[config.mk]
export PLATFORM = sky130hd
export DESIGN_NAME = alarm_ctrl_flat
export DESIGN_NICKNAME = d
export VERILOG_FILES = /design/src/rtl/alarm_pkg.sv /design/src/rtl/alarm_ctrl_if.sv /design/src/rtl/alarm_ctrl_rise_detect.sv /design/src/rtl/alarm_ctrl.sv /design/src/flat_wrapper.sv
export SDC_FILE = /design/constraint.sdc
export NUM_CORES = 1
export LEC_CHECK = 0
export ABC_AREA = 1
export CAP_MARGIN = 20
export CORE_UTILIZATION = 44
export CTS_BUF_LIST = sky130_fd_sc_hd__clkbuf_8
export CTS_CLUSTER_DIAMETER = 50
export CTS_CLUSTER_SIZE = 40
export DETAILED_ROUTE_END_ITERATION = 7
export PLACE_DENSITY = 0.76
export SLEW_MARGIN = 40
export SYNTH_ARGS = -nofsm -noshare
export SYNTH_HDL_FRONTEND = slang
export SYNTH_SLANG_ARGS = --single-unit
[constraint.sdc]
create_clock -name CLK -period 2.7 [get_ports CLK]
set_input_delay 0.27 -clock CLK [delete_from_list [all_inputs] [get_ports CLK]]
set_output_delay 0.27 -clock CLK [all_outputs]
set_load 0.1 [all_outputs]
[src/rtl/alarm_pkg.sv]
// alarm_pkg: shared types and constants for the alarm unit.
//   state_e        - alarm FSM states
//   HOUR_MAX/MIN_MAX - BCD wrap limits for the editable alarm fields
//   RST_AL_H/M     - alarm time after reset (07:00)
//   TICKS_PER_*    - tick_1kHz counts for seconds/minutes, blink half period
//   bcd2_inc       - two-digit BCD increment with wrap to 00 at a limit
package alarm_pkg;

  typedef enum logic [2:0] {
    S_IDLE,
    S_SET,
    S_ARMED,
    S_RINGING,
    S_SNOOZE
  } state_e;

  localparam logic [7:0] HOUR_MAX = 8'h23;
  localparam logic [7:0] MIN_MAX  = 8'h59;
  localparam logic [7:0] RST_AL_H = 8'h07;
  localparam logic [7:0] RST_AL_M = 8'h00;

  localparam int TICKS_PER_SEC = 1000;
  localparam int TICKS_PER_MIN = 60000;
  localparam int BLINK_HALF    = 250;
  localparam int CNT_W         = 20;

  // bit positions of the buttons in the edge-detector array
  localparam int BTN_SET    = 0;
  localparam int BTN_INC_H  = 1;
  localparam int BTN_INC_M  = 2;
  localparam int BTN_SNOOZE = 3;
  localparam int NUM_BTN    = 4;

  function automatic logic [7:0] bcd2_inc(input logic [7:0] v, input logic [7:0] max_v);
    if (v == max_v) return 8'h00;
    if (v[3:0] == 4'd9) return {v[7:4] + 4'd1, 4'd0};
    return {v[7:4], v[3:0] + 4'd1};
  endfunction

endpackage

[src/rtl/alarm_ctrl_if.sv]
// alarm_ctrl_if: front-panel/time inputs and alarm outputs of alarm_ctrl.
//   inputs : tick_1kHz, h1/h0/m1/m0/s1/s0 (live BCD time), btn_set, btn_inc_h,
//            btn_inc_m, btn_snooze, swt_arm
//   outputs: al_h1/al_h0/al_m1/al_m0 (alarm BCD), editing, armed, ringing,
//            snoozed, blink
// master = the side driving time and buttons; slave = alarm_ctrl.
interface alarm_ctrl_if;
  logic       tick_1kHz;
  logic [3:0] h1, h0, m1, m0, s1, s0;
  logic       btn_set, btn_inc_h, btn_inc_m, btn_snooze;
  logic       swt_arm;
  logic [3:0] al_h1, al_h0, al_m1, al_m0;
  logic       editing, armed, ringing, snoozed;
  logic       blink;

  modport master (
    output tick_1kHz, h1, h0, m1, m0, s1, s0,
    output btn_set, btn_inc_h, btn_inc_m, btn_snooze, swt_arm,
    input  al_h1, al_h0, al_m1, al_m0, editing, armed, ringing, snoozed, blink
  );

  modport slave (
    input  tick_1kHz, h1, h0, m1, m0, s1, s0,
    input  btn_set, btn_inc_h, btn_inc_m, btn_snooze, swt_arm,
    output al_h1, al_h0, al_m1, al_m0, editing, armed, ringing, snoozed, blink
  );
endinterface

[src/rtl/alarm_ctrl_rise_detect.sv]
// rise_detect: registered rising-edge detector for a debounced button level.
//   clk_i, rst_i (async, active-high), lvl_i (button level),
//   rise_o (one-cycle pulse, decoded from the two registers only)
// The first register samples the level, the second holds last cycle's sample;
// the pulse therefore appears one cycle after the level rises.
module rise_detect (
  input  logic clk_i,
  input  logic rst_i,
  input  logic lvl_i,
  output logic rise_o
);
  logic sync_q, prev_q;

  always_ff @(posedge clk_i or posedge rst_i) begin
    if (rst_i) begin
      sync_q <= 1'b0;
      prev_q <= 1'b0;
    end else begin
      sync_q <= lvl_i;
      prev_q <= sync_q;
    end
  end

  assign rise_o = sync_q & ~prev_q;
endmodule

[src/rtl/alarm_ctrl.sv]
// alarm_ctrl: alarm time store, edit, ring/snooze/timeout controller.
//   CLK, RST (async, active-high)
//   al_if (slave): live BCD time, tick_1kHz, buttons, swt_arm in;
//                  alarm BCD digits, state flags, blink out
// Parameters: RING_SEC (2..255), SNOOZE_MIN (1..15); out-of-range values
// are clamped when the counter load constants are formed.
// Optional macro ALARM_BLINK_EN: blink toggles every BLINK_HALF ticks while
// ringing; otherwise blink simply mirrors ringing.
module alarm_ctrl
  import alarm_pkg::*;
#(
  parameter int RING_SEC   = 60,
  parameter int SNOOZE_MIN = 5
) (
  input  logic CLK,
  input  logic RST,
  alarm_ctrl_if.slave al_if
);

  localparam int RING_SEC_C   = (RING_SEC < 2) ? 2 : (RING_SEC > 255) ? 255 : RING_SEC;
  localparam int SNOOZE_MIN_C = (SNOOZE_MIN < 1) ? 1 : (SNOOZE_MIN > 15) ? 15 : SNOOZE_MIN;
  localparam logic [CNT_W-1:0] RING_LOAD   = CNT_W'(RING_SEC_C * TICKS_PER_SEC);
  localparam logic [CNT_W-1:0] SNOOZE_LOAD = CNT_W'(SNOOZE_MIN_C * TICKS_PER_MIN);

  // button edges
  logic [NUM_BTN-1:0] btn_lvl, btn_rise;
  assign btn_lvl[BTN_SET]    = al_if.btn_set;
  assign btn_lvl[BTN_INC_H]  = al_if.btn_inc_h;
  assign btn_lvl[BTN_INC_M]  = al_if.btn_inc_m;
  assign btn_lvl[BTN_SNOOZE] = al_if.btn_snooze;

  rise_detect u_rd [NUM_BTN-1:0] (
    .clk_i  (CLK),
    .rst_i  (RST),
    .lvl_i  (btn_lvl),
    .rise_o (btn_rise)
  );

  logic set_rise, inc_h_rise, inc_m_rise, snz_rise;
  assign set_rise   = btn_rise[BTN_SET];
  assign inc_h_rise = btn_rise[BTN_INC_H];
  assign inc_m_rise = btn_rise[BTN_INC_M];
  assign snz_rise   = btn_rise[BTN_SNOOZE];

  logic tick, arm;
  assign tick = al_if.tick_1kHz;
  assign arm  = al_if.swt_arm;

  state_e           state_q;
  logic [7:0]       al_h_q, al_m_q;
  logic [CNT_W-1:0] cnt_q;
  logic [15:0]      hm_q;
  logic [7:0]       sec_q;
  logic             match_prev_q;

  // compare registered time against the alarm only at second 00
  logic match, match_rise, expire;
  assign match      = (hm_q == {al_h_q, al_m_q}) && (sec_q == 8'h00);
  assign match_rise = match & ~match_prev_q;
  // the tick that takes the counter to zero ends the phase in the same cycle
  assign expire     = tick && (cnt_q <= CNT_W'(1));

  always_ff @(posedge CLK or posedge RST) begin
    if (RST) begin
      state_q      <= S_IDLE;
      al_h_q       <= RST_AL_H;
      al_m_q       <= RST_AL_M;
      cnt_q        <= '0;
      hm_q         <= '0;
      sec_q        <= '0;
      match_prev_q <= 1'b0;
    end else begin
      hm_q         <= {al_if.h1, al_if.h0, al_if.m1, al_if.m0};
      sec_q        <= {al_if.s1, al_if.s0};
      // tracked in every state so arming during a matching second is silent
      match_prev_q <= match;
      unique case (state_q)
        S_IDLE: begin
          if (set_rise)  state_q <= S_SET;
          else if (arm)  state_q <= S_ARMED;
        end
        S_SET: begin
          // both fields may step in the same cycle; no minute->hour carry
          if (inc_h_rise) al_h_q <= bcd2_inc(al_h_q, HOUR_MAX);
          if (inc_m_rise) al_m_q <= bcd2_inc(al_m_q, MIN_MAX);
          if (set_rise)   state_q <= arm ? S_ARMED : S_IDLE;
        end
        S_ARMED: begin
          if (!arm) begin
            state_q <= S_IDLE;
          end else if (match_rise) begin
            state_q <= S_RINGING;
            cnt_q   <= RING_LOAD;
          end else if (set_rise) begin
            state_q <= S_SET;
          end
        end
        S_RINGING: begin
          if (!arm) begin
            state_q <= S_IDLE;
            cnt_q   <= '0;
          end else if (expire) begin
            state_q <= S_ARMED;
            cnt_q   <= '0;
          end else if (snz_rise) begin
            state_q <= S_SNOOZE;
            cnt_q   <= SNOOZE_LOAD;
          end else if (tick) begin
            cnt_q   <= cnt_q - CNT_W'(1);
          end
        end
        S_SNOOZE: begin
          if (!arm) begin
            state_q <= S_IDLE;
            cnt_q   <= '0;
          end else if (expire) begin
            state_q <= S_RINGING;
            cnt_q   <= RING_LOAD;
          end else if (tick) begin
            cnt_q   <= cnt_q - CNT_W'(1);
          end
        end
        default: state_q <= S_IDLE;
      endcase
    end
  end

  logic ringing;
  assign ringing = (state_q == S_RINGING);

  assign al_if.editing = (state_q == S_SET);
  assign al_if.armed   = (state_q == S_ARMED);
  assign al_if.ringing = ringing;
  assign al_if.snoozed = (state_q == S_SNOOZE);
  assign {al_if.al_h1, al_if.al_h0} = al_h_q;
  assign {al_if.al_m1, al_if.al_m0} = al_m_q;

`ifdef ALARM_BLINK_EN
  // Outside RINGING the phase is pre-set to 1 so the first ringing cycle
  // already shows 1; the output is gated by ringing so it reads 0 elsewhere.
  // The entry cycle is spent outside RINGING, so its tick is not counted.
  logic [7:0] bdiv_q;
  logic       blink_q;

  always_ff @(posedge CLK or posedge RST) begin
    if (RST) begin
      bdiv_q  <= '0;
      blink_q <= 1'b0;
    end else if (!ringing) begin
      bdiv_q  <= '0;
      blink_q <= 1'b1;
    end else if (tick) begin
      if (bdiv_q == 8'(BLINK_HALF - 1)) begin
        bdiv_q  <= '0;
        blink_q <= ~blink_q;
      end else begin
        bdiv_q  <= bdiv_q + 8'd1;
      end
    end
  end

  assign al_if.blink = blink_q & ringing;
`else
  assign al_if.blink = ringing;
`endif

endmodule

[src/flat_wrapper.sv]
// flat-port wrapper written by rule: the top's interface ports become plain ports
module alarm_ctrl_flat import alarm_pkg::*;
#(
  parameter int RING_SEC   = 60,
  parameter int SNOOZE_MIN = 5
)
  (CLK, RST, al_if_tick_1kHz, al_if_h1, al_if_h0, al_if_m1, al_if_m0, al_if_s1, al_if_s0, al_if_btn_set, al_if_btn_inc_h, al_if_btn_inc_m, al_if_btn_snooze, al_if_swt_arm, al_if_al_h1, al_if_al_h0, al_if_al_m1, al_if_al_m0, al_if_editing, al_if_armed, al_if_ringing, al_if_snoozed, al_if_blink);
  alarm_ctrl_if al_if_i ();
  input  logic CLK;
  input  logic RST;
  input wire logic [$bits(al_if_i.tick_1kHz)-1:0] al_if_tick_1kHz;
  input wire logic [$bits(al_if_i.h1)-1:0] al_if_h1;
  input wire logic [$bits(al_if_i.h0)-1:0] al_if_h0;
  input wire logic [$bits(al_if_i.m1)-1:0] al_if_m1;
  input wire logic [$bits(al_if_i.m0)-1:0] al_if_m0;
  input wire logic [$bits(al_if_i.s1)-1:0] al_if_s1;
  input wire logic [$bits(al_if_i.s0)-1:0] al_if_s0;
  input wire logic [$bits(al_if_i.btn_set)-1:0] al_if_btn_set;
  input wire logic [$bits(al_if_i.btn_inc_h)-1:0] al_if_btn_inc_h;
  input wire logic [$bits(al_if_i.btn_inc_m)-1:0] al_if_btn_inc_m;
  input wire logic [$bits(al_if_i.btn_snooze)-1:0] al_if_btn_snooze;
  input wire logic [$bits(al_if_i.swt_arm)-1:0] al_if_swt_arm;
  output wire logic [$bits(al_if_i.al_h1)-1:0] al_if_al_h1;
  output wire logic [$bits(al_if_i.al_h0)-1:0] al_if_al_h0;
  output wire logic [$bits(al_if_i.al_m1)-1:0] al_if_al_m1;
  output wire logic [$bits(al_if_i.al_m0)-1:0] al_if_al_m0;
  output wire logic [$bits(al_if_i.editing)-1:0] al_if_editing;
  output wire logic [$bits(al_if_i.armed)-1:0] al_if_armed;
  output wire logic [$bits(al_if_i.ringing)-1:0] al_if_ringing;
  output wire logic [$bits(al_if_i.snoozed)-1:0] al_if_snoozed;
  output wire logic [$bits(al_if_i.blink)-1:0] al_if_blink;
  assign al_if_i.tick_1kHz = al_if_tick_1kHz;
  assign al_if_i.h1 = al_if_h1;
  assign al_if_i.h0 = al_if_h0;
  assign al_if_i.m1 = al_if_m1;
  assign al_if_i.m0 = al_if_m0;
  assign al_if_i.s1 = al_if_s1;
  assign al_if_i.s0 = al_if_s0;
  assign al_if_i.btn_set = al_if_btn_set;
  assign al_if_i.btn_inc_h = al_if_btn_inc_h;
  assign al_if_i.btn_inc_m = al_if_btn_inc_m;
  assign al_if_i.btn_snooze = al_if_btn_snooze;
  assign al_if_i.swt_arm = al_if_swt_arm;
  assign al_if_al_h1 = al_if_i.al_h1;
  assign al_if_al_h0 = al_if_i.al_h0;
  assign al_if_al_m1 = al_if_i.al_m1;
  assign al_if_al_m0 = al_if_i.al_m0;
  assign al_if_editing = al_if_i.editing;
  assign al_if_armed = al_if_i.armed;
  assign al_if_ringing = al_if_i.ringing;
  assign al_if_snoozed = al_if_i.snoozed;
  assign al_if_blink = al_if_i.blink;
  alarm_ctrl #(.RING_SEC(RING_SEC), .SNOOZE_MIN(SNOOZE_MIN)) u_core (.CLK(CLK), .RST(RST), .al_if(al_if_i));
endmodule
Word level (Yosys, flattened, before mapping)
Index checks and enable logic that the tools add are counted.
{"block": "word_totals", "reg_bits": 72, "inputBits": 32, "output_inout_bits": 21, "wordCells": 106}
{"block": "classes", "n_addsub": 5, "order_cmp": 1, "eq_ne": 16, "mux": 44, "bitwise_logic": 10, "n_reduce_logical": 13}
{"cell": "20-bit two-way mux", "n": 8}
{"cell": "8-bit two-way mux", "n": 8}
{"cell": "20-bit one-hot mux with 3 select lines", "n": 1}
{"cell": "3-bit two-way mux", "n": 11}
{"cell": "20-bit by 1-bit less-or-equal comparator with 1-bit output, second input constant", "n": 1}
{"cell": "20-bit by 1-bit subtractor with 20-bit output, second input constant", "n": 1}
{"cell": "4-bit by 1-bit adder with 4-bit output, second input constant", "n": 4}
{"cell": "16-bit == test", "n": 1}
{"cell": "3-bit one-hot mux with 5 select lines", "n": 1}
{"cell": "1-bit two-way mux", "n": 14}
{"cell": "3-bit AND reduction", "n": 3}
{"cell": "4-bit == test, second input constant", "n": 2}
{"cell": "8-bit by 6-bit == test with 1-bit output, second input constant", "n": 1}
{"cell": "8-bit by 7-bit == test with 1-bit output, second input constant", "n": 1}
{"cell": "8-bit logical NOT", "n": 1}
{"cell": "4-bit by 2-bit != test with 1-bit output, second input constant", "n": 2}
{"cell": "3-bit by 2-bit == test with 1-bit output, second input constant", "n": 2}
{"cell": "3-bit by 2-bit != test with 1-bit output, second input constant", "n": 2}
{"cell": "1-bit AND", "n": 5}
{"cell": "1-bit inverter", "n": 5}
{"cell": "5-bit AND reduction", "n": 1}
{"cell": "2-bit by 1-bit != test with 1-bit output, second input constant", "n": 2}
{"cell": "2-bit AND reduction", "n": 2}
{"cell": "2-bit nonzero test", "n": 2}
{"cell": "7 further kinds", "n": 8}

Longest topological paths before layout
Gate-level depths: netlist of run 1.
{"block": "depth", "word_depth": 9, "mapped_depth": 13}

Cells and area by module
From an unflattened synthesis of run 1, not the netlist that was laid out.
{"block": "unflattened", "hier_cells": 486, "hier_area_um2": 3829.9}
{"mod": "alarm_ctrl", "n_inst": 1, "cells_each": 466, "area_per_inst_um2": 3574.7}
{"mod": "rise_detect", "n_inst": 4, "cells_each": 5, "area_per_inst_um2": 63.8}

Worst setup path before layout of run 1
OpenSTA, ideal clock, no wires.
{"block": "synth_timing", "path_type": "register -> register", "start": "reg u_core.state_q[2]", "end": "reg u_core.cnt_q[10]", "setup_time_ns": 0.126, "t_arrival_ns": 3.487, "t_required_ns": 2.574, "path_slack_ns": -0.912, "stages_incl_launch_ff": 8, "path_cell_list": "dfrtp_1 -> nor3_1 -> nand2_1 -> inv_1 -> nand4_2 -> buf_2 -> nand3_1 -> nand3_1"}
{"block": "synth_via", "elab_chain_len": 3}
{"item": "from (decl)", "line_no": "alarm_ctrl.sv:49", "text": "state_e state_q;"}
{"item": "from (signal assigned)", "line_no": "alarm_ctrl.sv:86", "text": "if (set_rise) state_q <= arm ? S_ARMED : S_IDLE;"}
{"item": "3-bit by 2-bit == test with 1-bit output (*)"}
{"item": "named net al_if_armed", "line_no": "flat_wrapper.sv:28", "text": "output wire logic [$bits(al_if_i.armed)-1:0] al_if_armed;"}
{"item": "2-bit by 1-bit != test with 1-bit output (no line), or another cell as far along"}
{"item": "3-bit AND reduction (no line)"}
{"item": "to (signal assigned)", "line_no": "alarm_ctrl.sv:109", "text": "cnt_q <= cnt_q - CNT_W'(1);"}
{"item": "to (signal assigned)", "line_no": "alarm_ctrl.sv:120", "text": "cnt_q <= cnt_q - CNT_W'(1);"}
{"item": "to (decl)", "line_no": "alarm_ctrl.sv:51", "text": "logic [CNT_W-1:0] cnt_q;"}
The timed path passes the listed nets; every way through them passes the cells marked *.
A chain may end at the register's enable or synchronous reset.

Final worst setup path of run 1
{"block": "layout_timing", "start": "reg u_core.cnt_q[0]", "end": "reg u_core.state_q[1]"}
{"block": "layout_via", "elab_chain_len": 5}
{"item": "20-bit by 1-bit less-or-equal comparator with 1-bit output (*)", "line_no": "alarm_ctrl.sv:61", "text": "assign expire = tick && (cnt_q <= CNT_W'(1));"}
{"item": "1-bit logical AND (*)", "line_no": "alarm_ctrl.sv:61"}
{"item": "3-bit two-way mux", "line_no": "alarm_ctrl.sv:102", "text": "end else if (expire) begin"}
{"item": "3-bit two-way mux", "line_no": "alarm_ctrl.sv:99", "text": "if (!arm) begin"}
{"item": "3-bit one-hot mux with 5 select lines", "line_no": "alarm_ctrl.sv:77", "text": "unique case (state_q)"}
Mark *: on every way between the ends. The rest lies on a longest branch, timed or not.

==> flow_summary.yaml, run 1 <==
outcome:
  status: "completed"
synthesis:
  netlist-cell-type-count: 40
  synthArstFlopShare: 1.00
  synth_top_area_cell: "dfrtp_1"
  synth_edf_count: 0
  avgSynthCellArea_um2: 7.92
  synth_flop_cell: "dfrtp_1"
  yosys-top-cells-count: "nand2_1, nand3_1, dfrtp_1"
  yosysMostFrequentCell: "nand2_1"
  syn_inst: 513
  seq_area_frac_synth: 0.444
  ys_warn_count: 0
  ys_seq_elements: 72
  synth_top_area_frac: 0.425
  syn-num-nets: 555
  synthTopCellsByArea: "dfrtp_1, nand2_1, nand3_1"
  netlist_area_um2: 4060
clock_tree:
  cts-root-buf: "clkbuf_8"
  clk_pin_slew_ns: 0.09
  clk_latency_ns: 0.35
  cts_hold_buf: 0
  htree_num_levels: 3
  cts_tree: "yes"
  post_cts_buffers: 0
  clkSinkCount: 72
  cts_resized: 0
  cts_made_buffers: 9
  max-clock-path-buffers: 2
timing:
  setup_violations: 0
  tns_ns: 0
  slew_violations: 0
  fin_crit_sh: 0.778
  fin_worst_skew_ns: 0.0124
  slew-limit-headroom: 0.606
  fmax_mhz: 476
  hold_viol_final: 0
  min_period_ns: 2.10
  tightest_slew_ns: 0.591
  rsz0062_at_grt: "no"
layout:
  fin_cells: 684
  area_delta_synth_final_pct: 19.7
  final_util: 0.550
  nNetsFinal: 613
  fillers: 810
  drive_gt1_frac: 0.134
  n_antenna_cell: 0
power_and_ir_drop:
  switching_share: 0.486
  peakVddDrop_v: 0.000793
  combPwrFrac: 0.458
  p_leak_uw: 0.00236
  seqPwrFrac: 0.347
  p_clk_frac: 0.195
  power.density_nw_per_um2: 934
  p_sw_uw: 2210
  internal_power_uw: 2340
critical_path:
  crit_path_start: "u_core.cnt_q[0]"
  worstPathMaxFanout: 7
  cp_data_required_time_ns: 2.95
  crit_path_start_kind: "register"
  end_kind: "register"
  crit_type: "register to register"
  r2r_start: "u_core.cnt_q[0]"
  arrival_ns: 2.35
  ff2ff_setup_slack_ns: 0.60
routing:
  viasPerCell: 5.31
  vias: 3632
  drtPass1Iterations: 4
  routedWlPerCell_um: 13.9
  wirelength_um: 9510
  drt_iter0_markers: 226
  drc: 0
  ant_nets: 0
worst_hold_path:
  hold_path_class: "input port to async pin"
place:
  dp_hpwl_um: 7130
  io_buffer_count: 52
  dp_cells: 668
  gp_congestion: 0.907
grt:
  antenna_found_initial: 0
  grt_pass1_vias: 3729
  grt_max_degree: 46
  grt_pass1_wl_um: 16800
  gr-usage-all-layers: 0.217
  grt_overflow: 0
die:
  row_count: 34
  dieArea_um2: 9620
  initial_core_util: 0.459
  io_pins: 53
  fp.dieH_um: 98.1
  die_w_um: 98.1
  fp.coreArea_um2: 8850
job:
  drv_cap: 0
## cell usage in the layout, fill, tap and decap left out, types with 10 or more instances in the layout
master,count
a21oi_1,21
o21ai_0,22
nand2_1,97
dfrtp_1,69
ha_1,10
nand3_1,70
inv_1,60
buf_4,23
nand4_1,12
nor2_1,68
xor2_1,14
clkdlybuf4s50_1,31
## cell type report
cell class,instances,area (um2),share of cell area
Clock inverter,7,77.6,0.0160
Sequential cell,72,1810,0.371
Tap cell,108,135,0.0278
Clock buffer,9,124,0.0255
Inverter,68,255,0.0525
Multi-Input combinational cell,365,1960,0.404
Timing Repair Buffer,55,503,0.103
## worst max-delay path, stage by stage, from the launching register on
cell,delay [ns]
dfrtp_1,0.42
inv_1,0.15
ha_1,0.24
nand2_1,0.13
inv_1,0.10
nor2_1,0.08
nor2_1,0.12
nand3_2,0.16
nand3_1,0.16
nand2_2,0.12
nor2_2,0.14
nand2_1,0.08
nand2_1,0.06
nand2_1,0.05
## per-stage QoR
stage          hold WS [ns]  area, um2  power (uW)  worst slack [ns]
6_report              0.305       4860        4540             0.600
5_1_grt               0.331       4860        4900             0.333
4_1_cts               0.319       4860        4560             0.621
3_5_place_dp          0.361       4660        3660             0.581
3_3_place_gp          0.358       4660        3600             0.632
2_1_floorplan         0.301       4080        3170           0.00895
## final timing paths
| check | to | cells past startpoint |
|---|---|---|
| max | u_core.state_q[1] | 13 |
| min in group CLK | u_core.sec_q[1] | 1 |
| max reg2reg | u_core.state_q[1] | 13 |
| max in group asynchronous | u_core.al_h_q[1] | 3 |
| min reg2reg | u_core.u_rd[1].prev_q | 0 |
| min | u_core.hm_q[15] | 2 |
## layer usage
metal  track usage  part of all wire
met5             0                 0
met4        0.0804             0.017
met3        0.0437             0.049
met2         0.372              0.50
met1         0.270              0.43
## registers in the layout (all words and copies together) (netlist names)
| register | cells |
|---|---|
| u_core.cnt_q | 20 |
| u_core.hm_q | 16 |
| u_core.al_h_q | 8 |
| u_core.al_m_q | 8 |
| u_core.sec_q | 8 |
| u_core.u_rd.prev_q | 4 |
| u_core.u_rd.sync_q | 4 |
| u_core.state_q | 3 |
| u_core.match_prev_q | 1 |
## power groups by stage
| stage | clock, uW | combinational (uW) | sequential, uW |
|---|---|---|---|
| finish | 887 | 2080 | 1570 |
| floorplan | 0 | 1340 | 1830 |
| global route | 957 | 2330 | 1610 |
| detailed placement | 0 | 2070 | 1590 |
| CTS | 909 | 2080 | 1570 |
| global placement | 0 | 2010 | 1580 |
## cell families after synthesis
group	synth area share
XOR/XNOR	0.0474
AO/OA/AOI/OAI	0.0711
buffers and inverters	0.0754
AND/OR/NAND/NOR	0.331
adder cells (fa/ha/maj)	0.0308
flip-flops	0.444
Note: power is estimated with default switching activity, not from simulation.
==> run 2, diff against run 1 <==
==> constraint.sdc (replaced) <==
create_clock -name CLK -period 2.2 [get_ports CLK]
set_input_delay 0.22 -clock CLK [delete_from_list [all_inputs] [get_ports CLK]]
set_output_delay 0.22 -clock CLK [all_outputs]
set_load 0.1 [all_outputs]
==> run 2 against run 1 <==
  * Cell area increased by 4.1%
  * First-iteration DRC count decreased by 12%
  * Sequential cell count unchanged
  * Die area unchanged
  * Register-to-register slack got worse by 0.46 ns
  * Critical endpoint unchanged
  * Largest power group unchanged
==> flow_summary.yaml, run 2 (same netlist as run 1, synthesis figures left out) <==
outcome:
  status: "completed"
critical_path:
  worstPathCellList: "inv_1, ha_2, nand2_1, inv_1, nor2_1, nor2_1, nand3_2, nand2_1, nand2_2, nor2_2, nand2_1, nand2_1, nand2_1"
  r2r_start: "u_core.cnt_q[1]"
  timing.rr.end: "u_core.state_q[1]"
  cp_data_required_time_ns: 2.44
  arrival_ns: 2.30
  rr_worst_depth: 13
  ff2ff_setup_slack_ns: 0.14
  worstPathMaxFanout: 6
  cpPeakStageDelay_ns: 0.42
  end_kind: "register"
  crit_top_cell: "nand2_1"
  crit_type: "register to register"
  critPathSlowestCell: "dfrtp_1"
  crit_path_start_kind: "register"
layout:
  largestRegisters: "u_core.cnt_q x20, u_core.hm_q x16"
  nNetsFinal: 625
  area_delta_synth_final_pct: 24.6
  drive_gt1_frac: 0.170
  fillers: 801
  final_cell_mix: "nand2_1, dfrtp_1, nor2_1"
  top_register: "u_core.cnt_q"
  largest_reg_flops: 20
  n_antenna_cell: 0
  fin_cells: 696
  final_common_cell: "nand2_1"
place:
  gp_congestion: 0.903
  dp_cells: 678
  pre_cts_ws_ns: 0.0466
  io_buffer_count: 52
  dp_hpwl_um: 7110
die:
  fp.coreArea_um2: 8850
  io_pins: 53
  die_w_um: 98.1
  dieArea_um2: 9620
  initial_core_util: 0.459
  row_count: 34
  fp.dieH_um: 98.1
timing:
  tightest_slew_ns: 0.403
  tns_ns: 0
  fin_worst_skew_ns: 0.0107
  setup_violations: 0
  slew_violations: 0
  rsz0062_at_grt: "no"
  min_period_ns: 2.06
  fmax_mhz: 484
  fin_crit_sh: 0.938
  setup_ws_ns: 0.136
  hold_viol_final: 0
  slew-limit-headroom: 0.731
grt:
  gr-usage-all-layers: 0.216
  grt_max_degree: 59
  grt_pass1_wl_um: 16500
  antenna_found_initial: 0
  grt_pass1_vias: 3676
  grt_overflow: 0
clock_tree:
  clkSinkCount: 72
  htree_num_levels: 3
  cts_tree: "yes"
  cts-root-buf: "clkbuf_8"
  clk_latency_ns: 0.36
  clk_pin_slew_ns: 0.09
  max-clock-path-buffers: 2
  cts_made_buffers: 9
routing:
  drtPass1Iterations: 6
  ant_nets: 0
  routedWlPerCell_um: 13.6
  drc: 0
  wirelength_um: 9500
  vias: 3626
  drt_iter0_markers: 198
  viasPerCell: 5.21
job:
  drv_cap: 0
power_and_ir_drop:
  p_leak_uw: 0.00243
  power.density_nw_per_um2: 1130
  peakVddDrop_v: 0.000750
worst_hold_path:
  hold_path_class: "input port to async pin"
run 2: layout make-up:
cell class,instances,area (um2),area share
Timing Repair Buffer,67,643,0.127
Sequential cell,72,1810,0.357
Inverter,68,258,0.0509
Clock buffer,9,124,0.0245
Clock inverter,7,72.6,0.0143
Multi-Input combinational cell,365,2020,0.400
Tap cell,108,135,0.0267
run 2: what timing repair did:
action                     CTS  global route
resized for setup            0             1
buffers inserted             0             2
hold buffers                 0             0
hold endpoints to repair     0             0
setup endpoints to repair    0             2
run 2: layer usage:
metal  vias up  routed length (um)  track usage
met5         -                   0            0
met4         0                 193       0.0804
met3        22                 554       0.0537
met2       117                4670        0.373
met1      1682                4080        0.259
li1       1805                   -            -
run 2: worst max-delay path, delay by kind of cell, from the launching register on:
| family | cells | cell delay (ns) |
|---|---|---|
| buffers and inverters | 2 | 0.21 |
| adders and majority gates | 1 | 0.21 |
| and+or+nand+nor | 10 | 1.12 |
| DFF | 1 | 0.42 |
run 2: power breakdown:
part / total [uW] / switching [uW] / internal (uW) / leakage (uW)
combinational: 2710 / 1860 / 846 / 0.00143
sequential: 1940 / 339 / 1600 / 0.000891
clock: 1060 / 532 / 525 / 0.000101
total: 5700 / 2730 / 2970 / 0.00243
run 2: worst max path at each step:
stage / slack (ns) / to / start
CTS: 0.13 / u_core.state_q[1] / u_core.cnt_q[1]
global route: 0.002 / u_core.state_q[1] / u_core.cnt_q[0]
floorplan: -0.15 / u_core.cnt_q[9] / u_core.state_q[0]
finish: 0.14 / u_core.state_q[1] / u_core.cnt_q[1]
detailed placement: 0.05 / u_core.state_q[1] / al_if_tick_1kHz
global placement: 0.15 / u_core.state_q[1] / al_if_tick_1kHz
run 2: through the flow:
step	hold slack [ns]	area, um2	power, uW	util
after floorplan	0.251	4150	3940	-
after global placement	0.357	4850	4570	0.548
after detailed placement	0.361	4850	4630	0.548
after CTS	0.185	5050	5710	0.570
after global routing	0.207	5060	6120	0.572
final	0.174	5060	5700	0.572
==> run 3, diff against run 2 <==
--- a/config.mk
+++ b/config.mk
@@ -7,6 +7,7 @@
 export LEC_CHECK = 0
 export ABC_AREA = 1
 export CAP_MARGIN = 20
+export CORE_ASPECT_RATIO = 0.7
 export CORE_UTILIZATION = 44
 export CTS_BUF_LIST = sky130_fd_sc_hd__clkbuf_8
 export CTS_CLUSTER_DIAMETER = 50
==> constraint.sdc (replaced) <==
create_clock -name CLK -period 2.6 [get_ports CLK]
set_input_delay 0.26 -clock CLK [delete_from_list [all_inputs] [get_ports CLK]]
set_output_delay 0.26 -clock CLK [all_outputs]
set_load 0.1 [all_outputs]
==> run 3 against run 2 <==
  * Register-to-register slack better by 0.24 ns
  * Total power down 19%
  * Combinational power down 20%
  * Sequential cell count unchanged
  * Utilization down 1.3 points
  * Worst setup slack better by 0.24 ns
  * Maximum frequency down 7.4%
  * Via count down 1.1%
  * Clock power down 27%
  * Routed wire length up 1.8%
  * Sequential share of layout area up 1.5 points
  * Die area about the same
==> flow_summary.yaml, run 3 (same netlist as run 1, synthesis figures left out) <==
outcome:
  status: "completed"
power_and_ir_drop:
  peakVddDrop_v: 0.000654
  power.density_nw_per_um2: 948
  p_leak_uw: 0.00236
timing:
  hold_viol_final: 0
  tns_ns: 0
  min_period_ns: 2.23
  slew-limit-headroom: 0.584
  setup_violations: 0
  fin_crit_sh: 0.857
  fmax_mhz: 449
  rsz0062_at_grt: "no"
  tightest_slew_ns: 0.623
  slew_violations: 0
  fin_worst_skew_ns: 0.0121
routing:
  routedWlPerCell_um: 13.9
  detailroute.wirelength.met2_um: 3970
  vias: 3586
  route.met3.wl_um: 907
  wirelength_um: 9670
  drc: 0
  drt_iter0_markers: 357
  drtPass1Iterations: 5
  viasPerCell: 5.14
  wl_met1_um: 4710
  top_layer: "met4"
  ant_nets: 0
layout:
  largestRegisters: "u_core.cnt_q x20, u_core.hm_q x16"
  largest_reg_flops: 20
  area_delta_synth_final_pct: 19.5
  top_register: "u_core.cnt_q"
  n_antenna_cell: 0
  final_common_cell: "nand2_1"
  final_cell_mix: "nand2_1, nand3_1, dfrtp_1"
  drive_gt1_frac: 0.130
  fin_area_um2: 4860
  fillers: 827
  nNetsFinal: 614
critical_path:
  cp_data_required_time_ns: 2.82
  crit_type: "register to register"
  worstPathMaxFanout: 15
  arrival_ns: 2.45
  end_kind: "register"
  crit_path_start_kind: "register"
die:
  fp.coreArea_um2: 8690
  die_w_um: 117
  initial_core_util: 0.468
  io_pins: 53
  fp.dieH_um: 82.4
  dieArea_um2: 9630
  row_count: 28
place:
  placed_cell_area_um2: 4690
  gp_congestion: 0.944
  io_buffer_count: 52
  dp_hpwl_um: 7410
clock_tree:
  max-clock-path-buffers: 2
  cts_resized: 0
  clk_pin_slew_ns: 0.07
  cts_made_buffers: 9
  cts_tree: "yes"
  cts_hold_buf: 0
  htree_num_levels: 3
  clkSinkCount: 72
  cts-root-buf: "clkbuf_8"
  post_cts_buffers: 0
  clk_latency_ns: 0.35
grt:
  grt_pass1_wl_um: 15900
  grt_overflow: 0
  antenna_found_initial: 0
  grt_max_degree: 35
  gr-usage-all-layers: 0.221
  grt_pass1_vias: 3254
worst_hold_path:
  hold_path_class: "input port to async pin"
job:
  drv_cap: 0
[run 3: cell types whose count changed in the layout (fill, tap and decap cells not counted), moves of 3 or more]
cell and change:
buf_4 -7, nand3_1 +4, inv_1 +3, buf_12 -4, o21ai_1 -6, o21ai_0 +6, nand3_2 -4
[run 3: worst max-delay path, cell delays in order (launching register included)]
cell	delay (ns)
dfrtp_1	0.43
or2_2	0.30
a21oi_1	0.14
nand3_1	0.14
nor2_2	0.16
nand4_2	0.43
nand2_2	0.38
o21ai_0	0.12
[run 3: per-layer routing]
metal,vias to the layer above,global-route usage
li1,1782,-
met1,1648,0.326
met2,145,0.311
met3,11,0.0657
met4,0,0.0595
met5,-,0
[run 3: final timing paths]
path,startpoint,end,slack [ns],depth (start not counted)
max reg2reg,u_core.al_m_q[1],u_core.cnt_q[13],0.37,7
min reg2reg,u_core.u_rd[1].sync_q,u_core.u_rd[1].prev_q,0.37,0
min in group CLK,al_if_s0[3],u_core.sec_q[3],0.34,1
max,u_core.al_m_q[1],u_core.cnt_q[13],0.37,7
max in group asynchronous,RST,u_core.al_h_q[2],1.62,3
min,RST,u_core.sec_q[1],0.31,2
[run 3: metrics by stage]
stage	hold WS [ns]	cells	setup slack (ns)	power, uW	utilization
6_report	0.306	697	0.371	4600	0.559
5_1_grt	0.320	697	0.215	4930	0.559
4_1_cts	0.303	697	0.421	4600	0.559
3_5_place_dp	0.367	681	0.439	3810	0.540
3_3_place_gp	0.360	681	0.532	3780	0.540
2_1_floorplan	0.291	513	0.175	3300	-
[run 3: cell type report]
class	count	area, um2	share of cell area
clock buffers	10	138	0.0283
clock inverters	6	28.8	0.00592
inverters	68	255	0.0526
multi-input cells	365	1970	0.405
flip-flops and latches	72	1810	0.372
well taps	120	150	0.0309
repair buffers	56	510	0.105
[run 3: where the power goes]
part           internal (uW)  total (uW)  switching, uW
registers               1350        1650            297
logic                    626        2180           1550
clock network            359         773            414
total                   2340        4600           2260
